--- config.mk ---
export PLATFORM = sky130hd
export DESIGN_NAME = if_id_stage
export DESIGN_NICKNAME = d
export VERILOG_FILES = /design/src/rtl/if_id_stage.sv
export SDC_FILE = /design/constraint.sdc
export NUM_CORES = 1
export LEC_CHECK = 0
export ABC_AREA = 1
export BUFFER_PORTS_ARGS = -buffer_cell sky130_fd_sc_hd__buf_2
export CAP_MARGIN = 40
export CELL_PAD_IN_SITES_DETAIL_PLACEMENT = 0
export CELL_PAD_IN_SITES_GLOBAL_PLACEMENT = 2
export CORE_MARGIN = 2
export CORE_UTILIZATION = 19
export CTS_CLUSTER_DIAMETER = 80
export CTS_CLUSTER_SIZE = 10
export DETAILED_ROUTE_END_ITERATION = 7
export GPL_ROUTABILITY_DRIVEN = 0
export GPL_TIMING_DRIVEN = 0
export HOLD_SLACK_MARGIN = 0.05
export MAX_ROUTING_LAYER = met4
export PLACE_DENSITY_LB_ADDON = 0.05
export SLEW_MARGIN = 20
export SYNTH_ARGS = -nofsm -noshare
export SYNTH_HDL_FRONTEND = slang
export SYNTH_SLANG_ARGS = --single-unit
--- constraint.sdc ---
create_clock -name clk -period 1 [get_ports clk]
set_input_delay 0 -clock clk [delete_from_list [all_inputs] [get_ports clk]]
set_output_delay 0 -clock clk [all_outputs]
set_load 0.005 [all_outputs]
--- src/rtl/if_id_stage.sv ---
// IF/ID boundary: pairs 1-cycle imem read data with its PC, holds the word across decode stalls.
// Optional stall/flush performance counters are enabled with `define IF_ID_PERF_EN.
module if_id_stage #(
  parameter logic [31:0] NOP_INSTR = 32'h0000_0013,
  parameter logic [31:0] RESET_PC  = 32'h0000_0000
) (
  input  logic        clk,
  input  logic        rst,
  input  logic [31:0] PC_if,
  output logic [31:0] imem_addr,
  input  logic [31:0] imem_rdata,
  input  logic        stall_id,
  input  logic        flush_id,
  output logic        fetch_hold,
  output logic [31:0] PC_id,
  output logic [31:0] instr_id,
  output logic        valid_id,
  output logic        misaligned_id,
  output logic [31:0] perf_stall_cnt,
  output logic [31:0] perf_flush_cnt
);

  logic [31:0] pc_q;
  logic        valid_q;
  logic [31:0] instr_hold;
  logic        hold_sel;

  assign imem_addr  = PC_if;
  assign fetch_hold = stall_id & ~flush_id;

  always_ff @(posedge clk) begin
    if (rst) begin
      pc_q       <= RESET_PC;
      valid_q    <= 1'b0;
      hold_sel   <= 1'b0;
      instr_hold <= 32'h0;
    end else if (flush_id) begin
      pc_q     <= PC_if;
      valid_q  <= 1'b0;
      hold_sel <= 1'b0;
    end else if (stall_id) begin
      // The RAM moves on to the held fetch address next cycle, so latch the
      // word belonging to pc_q now; later stall cycles keep the first capture.
      if (!hold_sel) begin
        instr_hold <= imem_rdata;
        hold_sel   <= 1'b1;
      end
    end else begin
      pc_q     <= PC_if;
      valid_q  <= 1'b1;
      hold_sel <= 1'b0;
    end
  end

  always_comb begin
    instr_id = imem_rdata;
    if (!valid_q)
      instr_id = NOP_INSTR;
    else if (hold_sel)
      instr_id = instr_hold;
  end

  assign PC_id         = pc_q;
  assign valid_id      = valid_q;
  assign misaligned_id = valid_q & (pc_q[1:0] != 2'b00);

`ifdef IF_ID_PERF_EN
  logic [31:0] stall_cnt_q;
  logic [31:0] flush_cnt_q;

  always_ff @(posedge clk) begin
    if (rst) begin
      stall_cnt_q <= 32'h0;
      flush_cnt_q <= 32'h0;
    end else begin
      if (stall_id && !flush_id)
        stall_cnt_q <= stall_cnt_q + 32'd1;
      if (flush_id)
        flush_cnt_q <= flush_cnt_q + 32'd1;
    end
  end

  assign perf_stall_cnt = stall_cnt_q;
  assign perf_flush_cnt = flush_cnt_q;
`else
  assign perf_stall_cnt = 32'h0;
  assign perf_flush_cnt = 32'h0;
`endif

endmodule

-- Word level (Yosys, flattened, before mapping)
Index checks and enable logic that the tools add are counted.
- bits of input ports: 68
- word-level logic and storage cells: 16
- register bits after elaboration: 66
- multiplexer cells: 5
- bitwise logic cells: 3
- reduce and logical (&&, ||, !) cells: 3
- equality and inequality tests: 1
- operators by type and width (kind ; count):
    32-bit 2-to-1 mux ; 4
    1-bit bitwise AND ; 2
    2-bit by 1-bit inequality test with 1-bit output (second input constant) ; 1
    2-bit AND reduction ; 1
    2-bit nonzero test ; 1
    2-bit OR reduction ; 1
    1-bit 2-to-1 mux ; 1
    1-bit inverter ; 1

-- Logic depth before layout (Yosys ltp)
Gate-level depths: netlist (run 1).
- depth in word-level cells: 2
- mapped depth: 7

-- Least setup slack after synthesis (run 1)
OpenSTA, ideal clock, no wires.
- kind: register to register
- from: register hold_sel
- to: register instr_hold[10]
- required time: 889 ps
- stages on the path, launching flop included: 8
- data arrival time: 835 ps
- path slack: 54 ps
- clock period less this slack: 946 ps
- setup time: 111 ps
- path through: dfxtp_1 -> buf_2 -> inv_2 -> buf_4 -> nand2_1 -> nand2_1 -> nor2_1 -> nor2_1
- word-level cells in the longest chain between the ends: 1
- ends and longest elaborated chain (element ; RTL line ; text):
    start, declared ; 26 ; logic hold_sel;
    start signal, assigned ; 35 ; hold_sel <= 1'b0;
    start signal, assigned ; 40 ; hold_sel <= 1'b0;
    start signal, assigned ; 46 ; hold_sel <= 1'b1;
    32-bit 2-to-1 mux ; -- ;
    end signal, assigned ; 45 ; instr_hold <= imem_rdata;
    end, declared ; 25 ; logic [31:0] instr_hold;
No other way between the ends.
A chain may end at the register's enable or synchronous reset.

-- Worst setup path in the final report (run 1)
- from: register hold_sel
- to: output port instr_id[1]
- word-level cells in the longest chain between the ends: 2
- ends and longest elaborated chain (element ; RTL line ; text):
    32-bit 2-to-1 mux ; -- ;
    32-bit 2-to-1 mux ; 57 ; if (!valid_q)
    end, declared ; 16 ; output logic [31:0] instr_id,
No other way between the ends.

==> metrics.md, run 1 <==
| Metric | Value |
|---|---|
| Initial Util | `0.1928` |
| Register area share after synthesis | `0.3281` |
| Final Worst Setup Slack | `-355.5 ps` |
| CTS tree | `done` |
| Vias | `4,445` |
| P per Cell Area | `1127 nW/µm²` |
| Detail Route Antenna Nets | `0` |
| Worst setup EP type | `output port` |
| Measured slew at the worst slew-check pin | `543.7 ps` |
| DRT iter0 DRCs | `81` |
| Leak Pwr | `3.864 nW` |
| Overall Power | `8.000 mW` |
| Count leader, synth | `nand2_1` |
| Placement Rows | `53` |
| IO Count | `231` |
| Buffers on Ports | `166` |
| CP Class | `reg2out` |
| Outcome | `finished with violations` |
| Core Util, Final | `0.3397` |
| Clock Tree Buf Depth | `2` |
| Crit path max-delay family | `buffers and inverters` |
| Critical path's slowest cell | `dfxtp_2` |
| Dominant cells by area after synthesis | `dfxtp_1 33%, nand2_1 21%, buf_4 19%` |
| Skew final | `4.315 ps` |
| Final WL | `13,650 µm` |
| Cell taking the most area after synthesis | `dfxtp_1` |
| Die height | `149.6 µm` |
| Syn Inst Count | `653` |
| Layout area overhead | `76.17%` |
| Width of the die | `149.6 µm` |
| Crit start category | `flip-flop` |
| Reg2Reg Depth | `7` |
| CORE AREA | `20,890 µm²` |
| Clk sinks | `66` |
| Max Freq | `737.8 MHz` |
| Hold Path Depth | `5` |
| Final setup viols | `65` |
| Vias in the first global route | `3,950` |
| Clock Root Buffer | `clkbuf_16` |
| Crit-path cells | `buf_12 -> clkinv_16 -> clkbuf_16 -> nand2_4 -> nand3_2 -> buf_2` |
| Ys flop type | `dfxtp_1` |
| Post-DP Area | `5439 µm²` |
| Peak supply drop | `0.6105 mV` |
| Initial antenna violation count | `1` |
| Total GRT Usage | `0.1199` |
| Hold crit path type | `in2reg` |
| Failing checks | `setup timing` |
| Mapped Area | `4028 µm²` |
| Pin count of the biggest net entering global routing | `11` |
| Pins Over Slew Limit | `0` |
| H-tree depth | `3` |
| Reg2reg setup slack | `-120 ps` |
| WP buf/inv | `4` |
| Post-synth EDFFs | `0` |
| Hold Fails Final Rpt | `0` |
| Worst hold margin | `20.55 ps` |
| Final TNS setup | `-13,340 ps` |
| DP Worst Slack | `-346.1 ps` |
| Die Footprint | `22,380 µm²` |
| Syn_area_per_cell | `6.168 µm²` |
| RSZ-0062 raised after global routing | `yes` |
| Worst EP arrival | `1360 ps` |
| Placed Instances | `1,157` |
| Final Cycle Share | `1.355` |
| Remaining global-route overflow | `0` |
| Detailed placement HPWL | `9679 µm` |
| Unique masters post-synth | `13` |
| Ys Warns | `0` |
| Crit path max fanout | `7` |
| First-pass DRT Iterations | `4` |
| # nets final | `1,035` |
| WL/cell | `10.94 µm` |
| Period minus WS final | `1355 ps` |
| Number of max-cap violations | `0` |
| Most common library cells after synthesis | `226 x nand2_1, 129 x nor2_1, 104 x buf_4` |
| Clk Latency, worst-skew pair | `340 ps` |
| Total CTS buffers | `9` |
| WP depth | `6` |
| Synth Register Bits | `66` |
| Finished layout cell area | `7096 µm²` |
| Yosys top cell area share | `0.3281` |
| Async S/R FF share, synth | `0` |
| Global-route wire length before repair | `19,950 µm` |
| Avg Vias per Cell | `3.565` |
| Share of cells above drive strength 1 | `0.4222` |
| Required @ worst endpoint | `1000 ps` |
| Clock Pin Slew Worst Setup and Hold Paths | `60 ps` |
| Fin cells | `1,247` |
| CP max stage delay | `340 ps` |
| Worst slew margin | `0.6376` |
| Drc violations | `0` |
==> logic make-up (layout without fill, tap and decap cells) <==
group / after synthesis / in the layout / synth area share
AO/OA/AOI/OAI: 31 / 31 / 0.03852
buffers and inverters: 196 / 451 / 0.2964
flip-flops: 66 / 66 / 0.3281
other: 1 / 65 / 0.0009311
AND/OR/NAND/NOR: 359 / 359 / 0.3361
==> registers in the layout, summed over array words and instances (netlist names) <==
name,count
valid_id,1
PC_id,32
hold_sel,1
instr_hold,32
==> area by class of cell <==
cell class | instances | area, µm²
fill | 2296 | 13790
multi-input combinational | 454 | 2143
timing repair buffer | 240 | 1645
sequential | 66 | 1326
buffer | 127 | 1056
tap | 275 | 344.1
inverter | 69 | 287.8
clock buffer | 13 | 280.3
clock inverter | 2 | 10.01
antenna | 1 | 2.502
==> repair_timing <==
item,in CTS,in global routing
hold buffers,64,1
hold endpoints to repair,66,3
pin swaps,5,24
buffers inserted,3,1
cloned,1,4
gates resized for setup,54,109
endpoints found under the setup margin,66,66
==> routing by layer <==
| layer | up-vias | track usage | share of wire |
|---|---|---|---|
| met2 | 136 | 0.2009 | 0.49 |
| met1 | 1919 | 0.1370 | 0.42 |
| li1 | 2377 | - | - |
| met4 | 0 | 0.03810 | 0.013 |
| met5 | - | - | 0 |
| met3 | 13 | 0.03628 | 0.072 |
==> worst min-delay path, stage by stage <==
cell     delay (ps)
buf_2           110
nand2_2          60
nand2_1          50
nor2_1           30
nor2_1           60
==> power breakdown <==
| group | leakage, nW | switching [mW] | internal (mW) |
|---|---|---|---|
| Sequential | 0.549 | 0.0946 | 2.82 |
| Combinational | 3.17 | 0.926 | 1.05 |
| Clock | 0.147 | 1.18 | 1.93 |
==> placed cells by master, fill, tap and decap left out, types with 2 or more instances in the layout <==
master,n
conb_1,64
clkbuf_16,13
nor2_2,7
buf_6,10
nand2_4,24
a21oi_4,2
dlygate4sd3_1,65
buf_4,104
nand2_2,33
nor2_1,123
clkinv_2,2
buf_12,6
inv_2,2
buf_8,2
a21oi_1,10
buf_2,172
dfxtp_1,64
a21oi_2,19
clkbuf_8,4
inv_1,65
nand3_2,2
clkbuf_4,2
nand2_1,169
==> worst paths after layout <==
kind / to / startpoint
worst max-delay path: instr_id[1] / hold_sel
worst min-delay path: instr_hold[2] / imem_rdata[2]
worst max register to register: instr_hold[14] / hold_sel
worst min register to register: PC_id[12] / PC_id[12]
Power figures use the tool's default switching activity.
==> inputs of run 2 (changes only) <==
--- a/config.mk
+++ b/config.mk
@@ -5,7 +5,6 @@
 export SDC_FILE = /design/constraint.sdc
 export NUM_CORES = 1
 export LEC_CHECK = 0
-export ABC_AREA = 1
 export BUFFER_PORTS_ARGS = -buffer_cell sky130_fd_sc_hd__buf_2
 export CAP_MARGIN = 40
 export CELL_PAD_IN_SITES_DETAIL_PLACEMENT = 0
==> run 2 against run 1 <==
- worst setup slack got worse by 22 ps
- maximum frequency fell by 1.6%
- the flow still finishes with violations (setup timing)
- sequential power shrank 2%
- final area is 15% lower
- critical path type unchanged
- total power down 8.6%
- via count is 18% lower
==> metrics.md, run 2 <==
| Metric | Value |
|---|---|
| Ys flop type | `dfxtp_1 (unchanged)` |
| Leak Pwr | `3.005 nW (was 3.864 nW)` |
| Detailed placement HPWL | `8578 µm (was 9679 µm)` |
| Most frequent cells in the layout | `172 x buf_2, 129 x nand2_1, 103 x buf_4, 66 x dlygate4sd3_1 (was 172 x buf_2, 169 x nand2_1, 123 x nor2_1, 104 x buf_4)` |
| CORE AREA | `18,020 µm² (was 20,890 µm²)` |
| Share of cells above drive strength 1 | `0.4044 (was 0.4222)` |
| Period minus WS final | `1378 ps (was 1355 ps)` |
| Clock Tree Buf Depth | `2 (unchanged)` |
| Clock Root Buffer | `clkbuf_16 (unchanged)` |
| Skew final | `3.252 ps (was 4.315 ps)` |
| Post-synth EDFFs | `0 (unchanged)` |
| Core Util, Final | `0.3331 (was 0.3397)` |
| Vias | `3,650 (was 4,445)` |
| IO Count | `231 (unchanged)` |
| Cell taking the most area after synthesis | `dfxtp_1 (unchanged)` |
| CP Launch Point | `hold_sel (unchanged)` |
| Outcome | `finished with violations (unchanged)` |
| Finished layout cell area | `6003 µm² (was 7096 µm²)` |
| Final setup viols | `65 (unchanged)` |
| # nets final | `836 (was 1,035)` |
| Clock Pin Slew Worst Setup and Hold Paths | `50 ps (was 60 ps)` |
| Mapped Area | `3493 µm² (was 4028 µm²)` |
| Pin count of the biggest net entering global routing | `11 (unchanged)` |
| DRT iter0 DRCs | `106 (was 81)` |
| Detail Route Antenna Nets | `0 (unchanged)` |
| First-pass DRT Iterations | `4 (unchanged)` |
| Diodes inserted | `0 (was 1)` |
| Synth Register Bits | `66 (unchanged)` |
| Global-route wire length before repair | `18,510 µm (was 19,950 µm)` |
| WP depth | `5 (was 6)` |
| CP Class | `reg2out (unchanged)` |
| Count leader, synth | `nand2_1 (unchanged)` |
| CTS tree | `done (unchanged)` |
| Dominant cells by area after synthesis | `dfxtp_1 38%, buf_4 21%, nand2_1 14% (was dfxtp_1 33%, nand2_1 21%, buf_4 19%)` |
| RSZ-0062 raised after global routing | `yes (unchanged)` |
| Final WL | `11,920 µm (was 13,650 µm)` |
| Critical path's slowest cell | `dfxtp_2 (unchanged)` |
| Failing checks | `setup timing (unchanged)` |
| Placement Rows | `49 (was 53)` |
| Buffers on Ports | `165 (was 166)` |
| Pins Over Slew Limit | `0 (unchanged)` |
| CP max stage delay | `330 ps (was 340 ps)` |
| Layout area overhead | `71.85% (was 76.17%)` |
| Unique masters post-synth | `15 (was 13)` |
| Drc violations | `0 (unchanged)` |
| Total GRT Usage | `0.1246 (was 0.1199)` |
| Final Cycle Share | `1.378 (was 1.355)` |
| Total CTS buffers | `9 (unchanged)` |
| Measured slew at the worst slew-check pin | `552.3 ps (was 543.7 ps)` |
| Crit-path cells | `buf_12 -> buf_12 -> mux2i_1 -> nor2_1 -> buf_2 (was buf_12 -> clkinv_16 -> clkbuf_16 -> nand2_4 -> nand3_2 -> buf_2)` |
| Vias in the first global route | `3,565 (was 3,950)` |
| Clk sinks | `66 (unchanged)` |
| Reg2reg setup slack | `-380 ps (was -120 ps)` |
| Remaining global-route overflow | `0 (unchanged)` |
| Cell mode on critical path | `buf_12` |
| Final Worst Setup Slack | `-377.9 ps (was -355.5 ps)` |
| Async S/R FF share, synth | `0 (unchanged)` |
| DP Worst Slack | `-465.6 ps (was -346.1 ps)` |
| H-tree depth | `3 (unchanged)` |
| Ys Warns | `0 (unchanged)` |
| Avg Vias per Cell | `3.657 (was 3.565)` |
| Worst r2r src | `hold_sel (unchanged)` |
| Crit path max-delay family | `buffers and inverters (unchanged)` |
| Final TNS setup | `-22,100 ps (was -13,340 ps)` |
| Required @ worst endpoint | `1000 ps (about the same)` |
| Hold Fails Final Rpt | `0 (unchanged)` |
| Worst hold margin | `61.29 ps (was 20.55 ps)` |
| Most common cell after layout, fill and taps aside | `buf_2 (unchanged)` |
| Worst EP arrival | `1380 ps (was 1360 ps)` |
| Worst setup EP type | `output port (unchanged)` |
| WL/cell | `11.94 µm (was 10.94 µm)` |
| Initial antenna violation count | `0 (was 1)` |
| Reg2Reg Depth | `6 (was 7)` |
| Max Freq | `725.7 MHz (was 737.8 MHz)` |
| Worst r2r dst | `instr_hold[13] (was instr_hold[14])` |
| Syn Inst Count | `456 (was 653)` |
| Die Footprint | `19,490 µm² (was 22,380 µm²)` |
| Initial Util | `0.1938 (was 0.1928)` |
| Width of the die | `139.6 µm (was 149.6 µm)` |
| Most common library cells after synthesis | `131 x nand2_1, 96 x buf_4, 66 x dfxtp_1 (was 226 x nand2_1, 129 x nor2_1, 104 x buf_4)` |
| Worst slew margin | `0.6318 (was 0.6376)` |
| Crit path max fanout | `10 (was 7)` |
| Hold crit path type | `in2reg (unchanged)` |
| Die height | `139.6 µm (was 149.6 µm)` |
| Peak supply drop | `0.7677 mV (was 0.6105 mV)` |
| WP buf/inv | `3 (was 4)` |
| Yosys top cell area share | `0.3782 (was 0.3281)` |
| Syn_area_per_cell | `7.661 µm² (was 6.168 µm²)` |
| Post-DP Area | `4848 µm² (was 5439 µm²)` |
| P per Cell Area | `1219 nW/µm² (was 1127 nW/µm²)` |
| Clk Latency, worst-skew pair | `330 ps (was 340 ps)` |
| CP endpoint | `instr_id[18] (was instr_id[1])` |
| Number of max-cap violations | `0 (unchanged)` |
| Crit start category | `flip-flop (unchanged)` |
| Register area share after synthesis | `0.3782 (was 0.3281)` |
[run 2: area by class of cell]
cell class	instances	area [µm²]
flip-flops and latches	66	1326
repair buffers	238	1584
multi-input cells	327	1549
plain buffers	124	978.4
fillers	1981	12020
clock buffers	12	266.5
inverters	2	12.51
well taps	229	286.5
[run 2: worst min path at each step]
| stage | start | endpoint | cells past startpoint |
|---|---|---|---|
| global route | rst | PC_id[11] | 2 |
| finish | rst | PC_id[11] | 2 |
| detailed placement | flush_id | valid_id | 2 |
| CTS | rst | PC_id[11] | 2 |
| global placement | flush_id | valid_id | 2 |
| floorplan | flush_id | valid_id | 1 |
[run 2: repair_timing]
| item | 4_1_cts | 5_1_grt |
|---|---|---|
| hold buffers | 66 | 0 |
| resized for setup | 35 | 5 |
| hold endpoints to repair | 65 | 0 |
| buffers inserted | 4 | 0 |
| cloned | 2 | 1 |
| pin swaps | 2 | 0 |
| setup endpoints to repair | 65 | 65 |
[run 2: cell families (layout without fill, tap and decap cells)]
group	after synthesis	after routing	share of synthesized area
AND/OR/NAND/NOR	166	166	0.1830
AO/OA/AOI/OAI	65	65	0.09384
buffers and inverters	126	376	0.2522
other	1	64	0.001073
flip-flops	66	66	0.3782
multiplexers	32	32	0.09169
[run 2: power breakdown]
part	total (mW)	internal, mW	switching (mW)
clock network	2.93	1.82	1.11
logic	1.54	0.882	0.657
registers	2.85	2.78	0.0720
total	7.32	5.48	1.83
[run 2: metrics by stage]
step / std cells / power, mW
final: 998 / 7.316
after global routing: 998 / 7.749
after CTS: 997 / 7.448
after detailed placement: 913 / 4.159
after global placement: 913 / 4.154
after floorplan: 519 / 3.652
[run 2: metal layers]
| layer | global-route usage | vias up | wire length (µm) |
|---|---|---|---|
| li1 | - | 1917 | - |
| met1 | 0.1467 | 1577 | 5229 |
| met2 | 0.1987 | 144 | 5493 |
| met3 | 0.04474 | 12 | 1004 |
| met4 | 0.04053 | 0 | 188 |
| met5 | - | - | 0 |
